==> config.mk <==
export PLATFORM = sky130hd
export DESIGN_NAME = package_sequencer
export DESIGN_NICKNAME = d
export VERILOG_FILES = /design/src/rtl/package_sequencer.sv
export SDC_FILE = /design/constraint.sdc
export NUM_CORES = 1
export LEC_CHECK = 0
export CORE_ASPECT_RATIO = 0.5
export CORE_MARGIN = 1.5
export CORE_UTILIZATION = 49
export CTS_CLUSTER_SIZE = 25
export DETAILED_ROUTE_END_ITERATION = 8
export HOLD_SLACK_MARGIN = 0.08
export PLACE_DENSITY = 0.79
export SLEW_MARGIN = 20
export SYNTH_ARGS = -nofsm -noshare
export SYNTH_HDL_FRONTEND = slang
export SYNTH_SLANG_ARGS = --single-unit
==> constraint.sdc <==
create_clock -name clk -period 4.75 [get_ports clk]
set_input_delay 0.7125 -clock clk [delete_from_list [all_inputs] [get_ports clk]]
set_output_delay 0.7125 -clock clk [all_outputs]
set_load 0.01 [all_outputs]
==> src/rtl/package_sequencer.sv <==
// Frames one detector package into the downstream FIFO: header word, ENERGY_WORDS
// energy words, then a trailer carrying the bad-word flag and the word count.
module package_sequencer #(
  parameter int ENERGY_WORDS   = 1024,
  parameter int PACKAGE_LENGTH = 1036
) (
  input  logic        clk,
  input  logic        rst,
  input  logic        live_rising,
  input  logic        get_package,
  input  logic [15:0] r_pkglength,
  input  logic [13:0] r_evtno,
  input  logic [15:0] data_in,
  input  logic        fifo_full,
  output logic        wr_en,
  output logic [15:0] wr_data,
  output logic        busy,
  output logic        pkg_done,
  output logic        pkg_err,
  output logic [2:0]  err_code,
  output logic [15:0] evt_cnt,
  output logic [15:0] drop_cnt,
  output logic [1:0]  state_dbg
);

  typedef enum logic [1:0] {IDLE, CAPTURE, TRAILER, DONE} state_t;

  localparam logic [15:0] PKG_LEN = 16'(PACKAGE_LENGTH);
  localparam logic [12:0] WC_LAST = 13'(ENERGY_WORDS - 1);

  state_t      state_q, state_d;
  logic        wr_en_q, wr_en_d;
  logic [15:0] wr_data_q, wr_data_d;
  logic        busy_q, busy_d;
  logic        pkg_done_q, pkg_done_d;
  logic        pkg_err_q, pkg_err_d;
  logic [2:0]  err_code_q, err_code_d;
  logic [15:0] evt_cnt_q, evt_cnt_d;
  logic [15:0] drop_cnt_q, drop_cnt_d;
  logic [12:0] word_cnt_q, word_cnt_d;
  logic        bad_flag_q, bad_flag_d;
  logic        take_hdr;
  logic [1:0]  drop_inc;
  logic [16:0] drop_sum;

  // An abort followed by a rejected header in the same cycle drops two packages.
  assign drop_sum = {1'b0, drop_cnt_q} + {15'b0, drop_inc};

  always_comb begin
    state_d    = state_q;
    wr_en_d    = 1'b0;
    wr_data_d  = wr_data_q;
    pkg_done_d = 1'b0;
    pkg_err_d  = 1'b0;
    err_code_d = err_code_q;
    evt_cnt_d  = evt_cnt_q;
    drop_cnt_d = drop_cnt_q;
    word_cnt_d = word_cnt_q;
    bad_flag_d = bad_flag_q;
    take_hdr   = 1'b0;
    drop_inc   = 2'd0;

    if (live_rising) begin
      state_d    = IDLE;
      err_code_d = 3'd0;
      evt_cnt_d  = 16'd0;
      drop_cnt_d = 16'd0;
      word_cnt_d = 13'd0;
      bad_flag_d = 1'b0;
    end else begin
      case (state_q)
        IDLE: take_hdr = get_package;
        CAPTURE, TRAILER: begin
          if (get_package) begin
            pkg_err_d  = 1'b1;
            err_code_d = 3'd4;
            drop_inc   = 2'd1;
            state_d    = IDLE;
            take_hdr   = 1'b1;
          end else if (fifo_full) begin
            pkg_err_d  = 1'b1;
            err_code_d = 3'd3;
            drop_inc   = 2'd1;
            state_d    = IDLE;
          end else if (state_q == CAPTURE) begin
            wr_en_d    = 1'b1;
            wr_data_d  = data_in;
            word_cnt_d = word_cnt_q + 13'd1;
            bad_flag_d = bad_flag_q | (data_in[15:14] != 2'b10);
            if (word_cnt_q == WC_LAST) state_d = TRAILER;
          end else begin
            wr_en_d   = 1'b1;
            wr_data_d = {2'b01, bad_flag_q, word_cnt_q};
            state_d   = DONE;
          end
        end
        DONE: begin
          pkg_done_d = 1'b1;
          if (evt_cnt_q != 16'hFFFF) evt_cnt_d = evt_cnt_q + 16'd1;
          if (bad_flag_q) begin
            pkg_err_d  = 1'b1;
            err_code_d = 3'd5;
          end
          state_d  = IDLE;
          take_hdr = get_package;
        end
        default: state_d = IDLE;
      endcase

      // New header evaluation; its error cause overrides any earlier one this cycle.
      if (take_hdr) begin
        if (r_pkglength != PKG_LEN) begin
          pkg_err_d  = 1'b1;
          err_code_d = 3'd1;
          drop_inc   = drop_inc + 2'd1;
          state_d    = IDLE;
        end else if (fifo_full) begin
          pkg_err_d  = 1'b1;
          err_code_d = 3'd2;
          drop_inc   = drop_inc + 2'd1;
          state_d    = IDLE;
        end else begin
          state_d    = CAPTURE;
          wr_en_d    = 1'b1;
          wr_data_d  = {2'b11, r_evtno};
          word_cnt_d = 13'd0;
          bad_flag_d = 1'b0;
        end
      end
      drop_cnt_d = drop_sum[16] ? 16'hFFFF : drop_sum[15:0];
    end
    busy_d = (state_d != IDLE);
  end

  always_ff @(posedge clk or posedge rst) begin
    if (rst) begin
      state_q    <= IDLE;
      wr_en_q    <= 1'b0;
      wr_data_q  <= 16'd0;
      busy_q     <= 1'b0;
      pkg_done_q <= 1'b0;
      pkg_err_q  <= 1'b0;
      err_code_q <= 3'd0;
      evt_cnt_q  <= 16'd0;
      drop_cnt_q <= 16'd0;
      word_cnt_q <= 13'd0;
      bad_flag_q <= 1'b0;
    end else begin
      state_q    <= state_d;
      wr_en_q    <= wr_en_d;
      wr_data_q  <= wr_data_d;
      busy_q     <= busy_d;
      pkg_done_q <= pkg_done_d;
      pkg_err_q  <= pkg_err_d;
      err_code_q <= err_code_d;
      evt_cnt_q  <= evt_cnt_d;
      drop_cnt_q <= drop_cnt_d;
      word_cnt_q <= word_cnt_d;
      bad_flag_q <= bad_flag_d;
    end
  end

  assign wr_en     = wr_en_q;
  assign wr_data   = wr_data_q;
  assign busy      = busy_q;
  assign pkg_done  = pkg_done_q;
  assign pkg_err   = pkg_err_q;
  assign err_code  = err_code_q;
  assign evt_cnt   = evt_cnt_q;
  assign drop_cnt  = drop_cnt_q;
  assign state_dbg = state_q;

endmodule
# Word level (Yosys, flattened, before mapping)
# Cells that the tools add are included.
[op_classes]
bitwise = 1
div = 0
eq_ne = 7
n_lt_le_gt_ge = 0
shift = 0
addsub = 4
mul = 0
n_reduce_logical = 7
mux = 73
[ops]
columns = ["operator", "n"]
rows = [
  ["16-bit two-way mux", 12],
  ["13-bit two-way mux", 8],
  ["1-bit two-way mux", 31],
  ["2-bit two-way mux", 11],
  ["3-bit two-way mux", 7],
  ["16-bit by 2-bit adder with 17-bit output", 1],
  ["16-bit by 1-bit adder with 16-bit output, second input constant", 1],
  ["16-bit by 11-bit inequality test with 1-bit output, second input constant", 1],
  ["16-bit inequality test, second input constant", 1],
  ["13-bit by 1-bit adder with 13-bit output, second input constant", 1],
  ["13-bit by 10-bit == test with 1-bit output, second input constant", 1],
  ["3-bit case mux with 2 select lines", 1],
  ["2-bit nonzero test", 3],
  ["2-bit == test, second input constant", 2],
  ["1-bit case mux with 2 select lines", 2],
  ["2-bit case mux with 2 select lines", 1],
  ["2-bit OR reduction", 2],
  ["2-bit by 1-bit adder with 2-bit output, second input constant", 1],
  ["2-bit by 1-bit == test with 1-bit output, second input constant", 1],
  ["2-bit zero test", 1],
  ["2-bit inequality test, second input constant", 1],
  ["2-bit AND reduction", 1],
  ["1-bit OR", 1],
]
[totals]
input_bits = 51
n_memories = 0
mem_bits_rw = 0
latchBits = 0
register_bits = 71
rom_bits = 0
elab_cells = 103

# Depth between registers and ports, before layout
[depth]
ltp_word = 12
ltp_mapped = 15
ltp_nobuf = 13

# Worst setup path after synthesis
# OpenSTA, ideal clock, no wires.
[synth_path]
path_type = "register -> register"
from = "register state_q[0] (netlist: state_dbg[0])"
to = "register drop_cnt_q[10] (netlist: drop_cnt[10])"
period_less_slack_ns = 3.596
arrival_time_ns = 3.518
path_buffers = 2
setup_slack_ns = 1.154
setup_ns = 0.078
path_stages_with_launch = 16
path_cell_list = "dfrtp_1 inv_1 ha_1 clkbuf_1 o21a_1 ha_1 inv_1 o311ai_0 ha_1 inv_1 fa_1 nand3b_1 nor4_1 nand2_1 clkbuf_1 a21oi_1"
[synth_via]
elab_chain_cells = 12
elab_cells_between_ends = 18
cone_classes = "2 x add/sub; 3 x eq/ne; 10 x mux; 3 x reduce/logical"
[synth_lines]
columns = ["item", "line", "text"]
rows = [
  ["start, declared", "31", "state_t state_q, state_d;"],
  ["start signal, assigned", "149", "state_q <= state_d;"],
  ["2-bit by 1-bit == test with 1-bit output or 2-bit == test (tied branches)", "71", "case (state_q)"],
  ["2-bit OR reduction", "71", ""],
  ["1-bit two-way mux", "71", ""],
  ["2-bit two-way mux", "63", "if (live_rising) begin"],
  ["2-bit by 1-bit adder with 2-bit output", "115, 120", ""],
  ["2-bit two-way mux", "117", "end else if (fifo_full) begin"],
  ["2-bit two-way mux", "112", "if (r_pkglength != PKG_LEN) begin"],
  ["2-bit two-way mux (*)", "111", "if (take_hdr) begin"],
  ["2-bit two-way mux (*)", "63", ""],
  ["16-bit by 2-bit adder with 17-bit output (*)", "47", "assign drop_sum = {1'b0, drop_cnt_q} + {15'b0, drop_inc};"],
  ["16-bit two-way mux (*)", "130", "drop_cnt_d = drop_sum[16] ? 16'hFFFF : drop_sum[15:0];"],
  ["16-bit two-way mux (*)", "63", ""],
  ["via drop_cnt_d[10]", "39", "logic [15:0] drop_cnt_q, drop_cnt_d;"],
  ["end signal, assigned", "157", "drop_cnt_q <= drop_cnt_d;"],
  ["end, declared", "39", ""],
]
# The timed path passes the listed nets; every way through them passes the cells marked *. The select of a mux whose other input is x is not followed.
# A chain may end at the register's enable or synchronous reset.

# Final worst setup path
[layout_path]
from = "register state_q[0] (netlist: state_dbg[0])"
to = "register drop_cnt_q[3] (netlist: drop_cnt[3])"
# Same word-level chain as after synthesis.

==> summary.md <==
| Metric | Value |
|---|---|
| Post-synth EDFFs | `0` |
| Total CTS buffers | `9` |
| Fin crit period | `4.20 ns` |
| Core area | `about 7500 sq um` |
| Diode count | `0` |
| WS Path Type | `flop to flop` |
| Initial antenna violation count | `0` |
| Seq/Total Area, Yosys | `45.1%` |
| HP Class | `flop to flop` |
| Dominant cells by area after synthesis | `dfrtp_1, xnor2_1, nand2_1` |
| Largest net degree at the start of global routing | `42` |
| Detail Route Antenna Nets | `0` |
| Htree depth | `3` |
| CP arrival | `4.46 ns` |
| RSZ-0062 raised after global routing | `false` |
| Post-cts sizing count | `0` |
| Fin crit share | `88.5%` |
| Final wirelength | `9840 um` |
| Die Width | `about 130 um` |
| Status | `finished, final reports clean` |
| TNS Setup | `0 ns` |
| Slowest cell on crit path | `nor4_1` |
| Final Hold Vio Count | `0` |
| Row Count | `22` |
| Worst Path Max Fanout | `12` |
| Leading cell type in the layout, fill and taps excluded | `clkdlybuf4s50_1` |
| Syn-to-layout area delta | `38.0%` |
| Share of cells above drive strength 1 | `under 10%` |
| Pleak | `2.08 nW` |
| Crit-path max cell delay | `0.57 ns` |
| Syn avg cell area | `9.64 sq um` |
| CP required | `5.01 ns` |
| Via-to-Cell Ratio | `5.71` |
| Worst-path cell chain | `inv_1 -> ha_1 -> o21a_1 -> ha_1 -> inv_1 -> o311ai_0 -> ha_1 -> inv_1 -> fa_1 -> nand3b_1 -> nor4_1 -> nand2_1 -> a21oi_1` |
| VDD IR max | `between 0.15 and 0.2 mV` |
| Vias | `about 3,600` |
| Final setup fails | `0` |
| Buf/Inv on CP | `3` |
| Post-DP HPWL | `6790 um` |
| CTS max path bufs | `2` |
| Cell Pwr Density | `roughly 270 nW/um^2` |
| WL/cell | `between 15 and 20 um` |
| Die Area | `about 8600 sq um` |
| Post-synth top flop | `dfrtp_1` |
| Port bufs | `107` |
| CTS sink cnt | `71` |
| Boundary Pins | `108` |
| Max transition margin | `35.4%` |
| First-pass GRT wire length | `16,400 um` |
| Top delay family on crit path | `adder cells` |
| Number of setup buffers added after CTS | `0` |
| Yosys warning count | `0` |
| Post-Syn Nets | `469` |
| Mapped Cells | `around 400` |
| Post-synth ARST share | `between 90% and 100%` |
| Fmax | `roughly 240 MHz` |
| DR DRC count | `0` |
| All-layer global routing usage | `24.9%` |
| Routability Congestion | `0.809` |
| Drt first pass iters | `5` |
| DP Worst Slack | `0.246 ns` |
| Root buffer cell | `clkbuf_16` |
| Post-synth cell types | `58` |
| CTS Hold Bufs | `0` |
| Grt ovf | `0` |
| Clock transition at path regs | `0.06 ns` |
| Vias in the first global route | `3,418` |
| CTS tree | `done` |
| Nature of the critical path startpoint | `flop` |
| Leading cell types in the layout, fill and taps excluded | `clkdlybuf4s50_1, dfrtp_1, nand2_1` |
| Die H | `66.4 um` |
| Crit. End Element | `flop` |
| Mapped Area | `around 4000 sq um` |
| Synth top area share | `45.1%` |
| Clk Latency, worst-skew pair | `0.33 ns` |
| Clock skew | `around 0.0045 ns` |
| Initial Util | `52.3%` |
| Final #Nets | `570` |
| Cell taking the most area after synthesis | `dfrtp_1` |
| Yosys reg bits | `71` |
| Max Slew Vio Count | `0` |
| Worst-Margin Slew | `0.969 ns` |
| Initial DRC count | `176` |
| Max Cap Viol | `0` |
| Final WS setup | `0.548 ns` |
==> cell families after synthesis <==
logic type,count (synthesis),synth area share (%)
flip-flops,71,45.1
buffers and inverters,37,3.84
multiplexers,15,3.87
AO/OA/AOI/OAI,90,15.9
AND/OR/NAND/NOR,165,23.4
XOR/XNOR,22,4.89
adder cells (fa/ha/maj),9,3.05
==> per-stage QoR <==
step / hold WS (ns) / utilization (%) / area (sq um) / power (mW) / cells
2_1_floorplan: 0.524 / - / 3940 / 0.651 / 409
3_5_place_dp: 0.515 / 67.5 / 5090 / 0.713 / 607
3_3_place_gp: 0.508 / 67.5 / 5090 / 0.713 / 607
6_report: 0.528 / 72.1 / 5440 / 1.48 / 623
5_1_grt: 0.562 / 72.1 / 5440 / 1.53 / 623
4_1_cts: 0.536 / 72.1 / 5440 / 1.49 / 623
==> synth_stat cells, types with 8 or more instances <==
cell type,count
nand2_1,38
o21ai_0,21
nor2_1,32
inv_1,14
nor3_1,12
nor2b_1,8
clkbuf_1,19
xnor2_1,17
o221a_1,9
ha_1,8
nand3_1,15
nor4_1,10
nand4_1,13
a21oi_1,28
mux2i_1,13
dfrtp_1,71
or3_1,11
==> power by group <==
group / switching, mW / internal [mW] / leakage (nW) / total (mW)
Combinational: 0.0414 / 0.0510 / 0.921 / 0.0923
Clock: 0.257 / 0.525 / 0.168 / 0.782
Sequential: 0.00186 / 0.608 / 0.988 / 0.610
Total: 0.300 / 1.18 / 2.08 / 1.48
==> worst paths after layout <==
kind	end	start	slack, ns	cells past startpoint
max in group asynchronous	drop_cnt[11]$_DFF_PP0_	rst	2.92	3
worst min register to register	wr_data[15]$_DFFE_PP0N_	wr_data[15]$_DFFE_PP0N_	0.53	2
worst min-delay path	wr_data[15]$_DFFE_PP0N_	wr_data[15]$_DFFE_PP0N_	0.53	2
min in group asynchronous	wr_data[11]$_DFFE_PP0N_	rst	0.88	2
worst max-delay path	drop_cnt[3]$_DFF_PP0_	state_dbg[0]$_DFF_PP0_	0.55	13
worst max register to register	drop_cnt[3]$_DFF_PP0_	state_dbg[0]$_DFF_PP0_	0.55	13
==> layout make-up <==
class | instances | area, sq um
Clock inverter | 6 | 108
Fill cell | 610 | 2100
Multi-Input combinational cell | 301 | 2010
Sequential cell | 71 | 1780
Inverter | 14 | 52.6
Timing Repair Buffer | 113 | 1120
Tap cell | 108 | 135
Clock buffer | 10 | 239
==> registers in the layout, summed over array words and instances, names as in the netlist, 2 cells and up <==
register / cells
evt_cnt: 16
wr_data: 16
drop_cnt: 16
word_cnt_q: 13
err_code: 3
state_dbg: 2
==> tightest hold or removal path: stages (launching register included) <==
cell,delay [ns]
dfrtp_1,0.34
o21ai_0,0.09
nand2_1,0.07
==> routing by layer <==
layer,global-route usage [%],vias up,part of all wire (%)
met1,31.1,1731,45
met2,41.9,101,48
met5,0,-,0
met4,10.3,0,1.6
met3,5.74,14,5.2
li1,-,1712,-
Power figures use the tool's default switching activity.
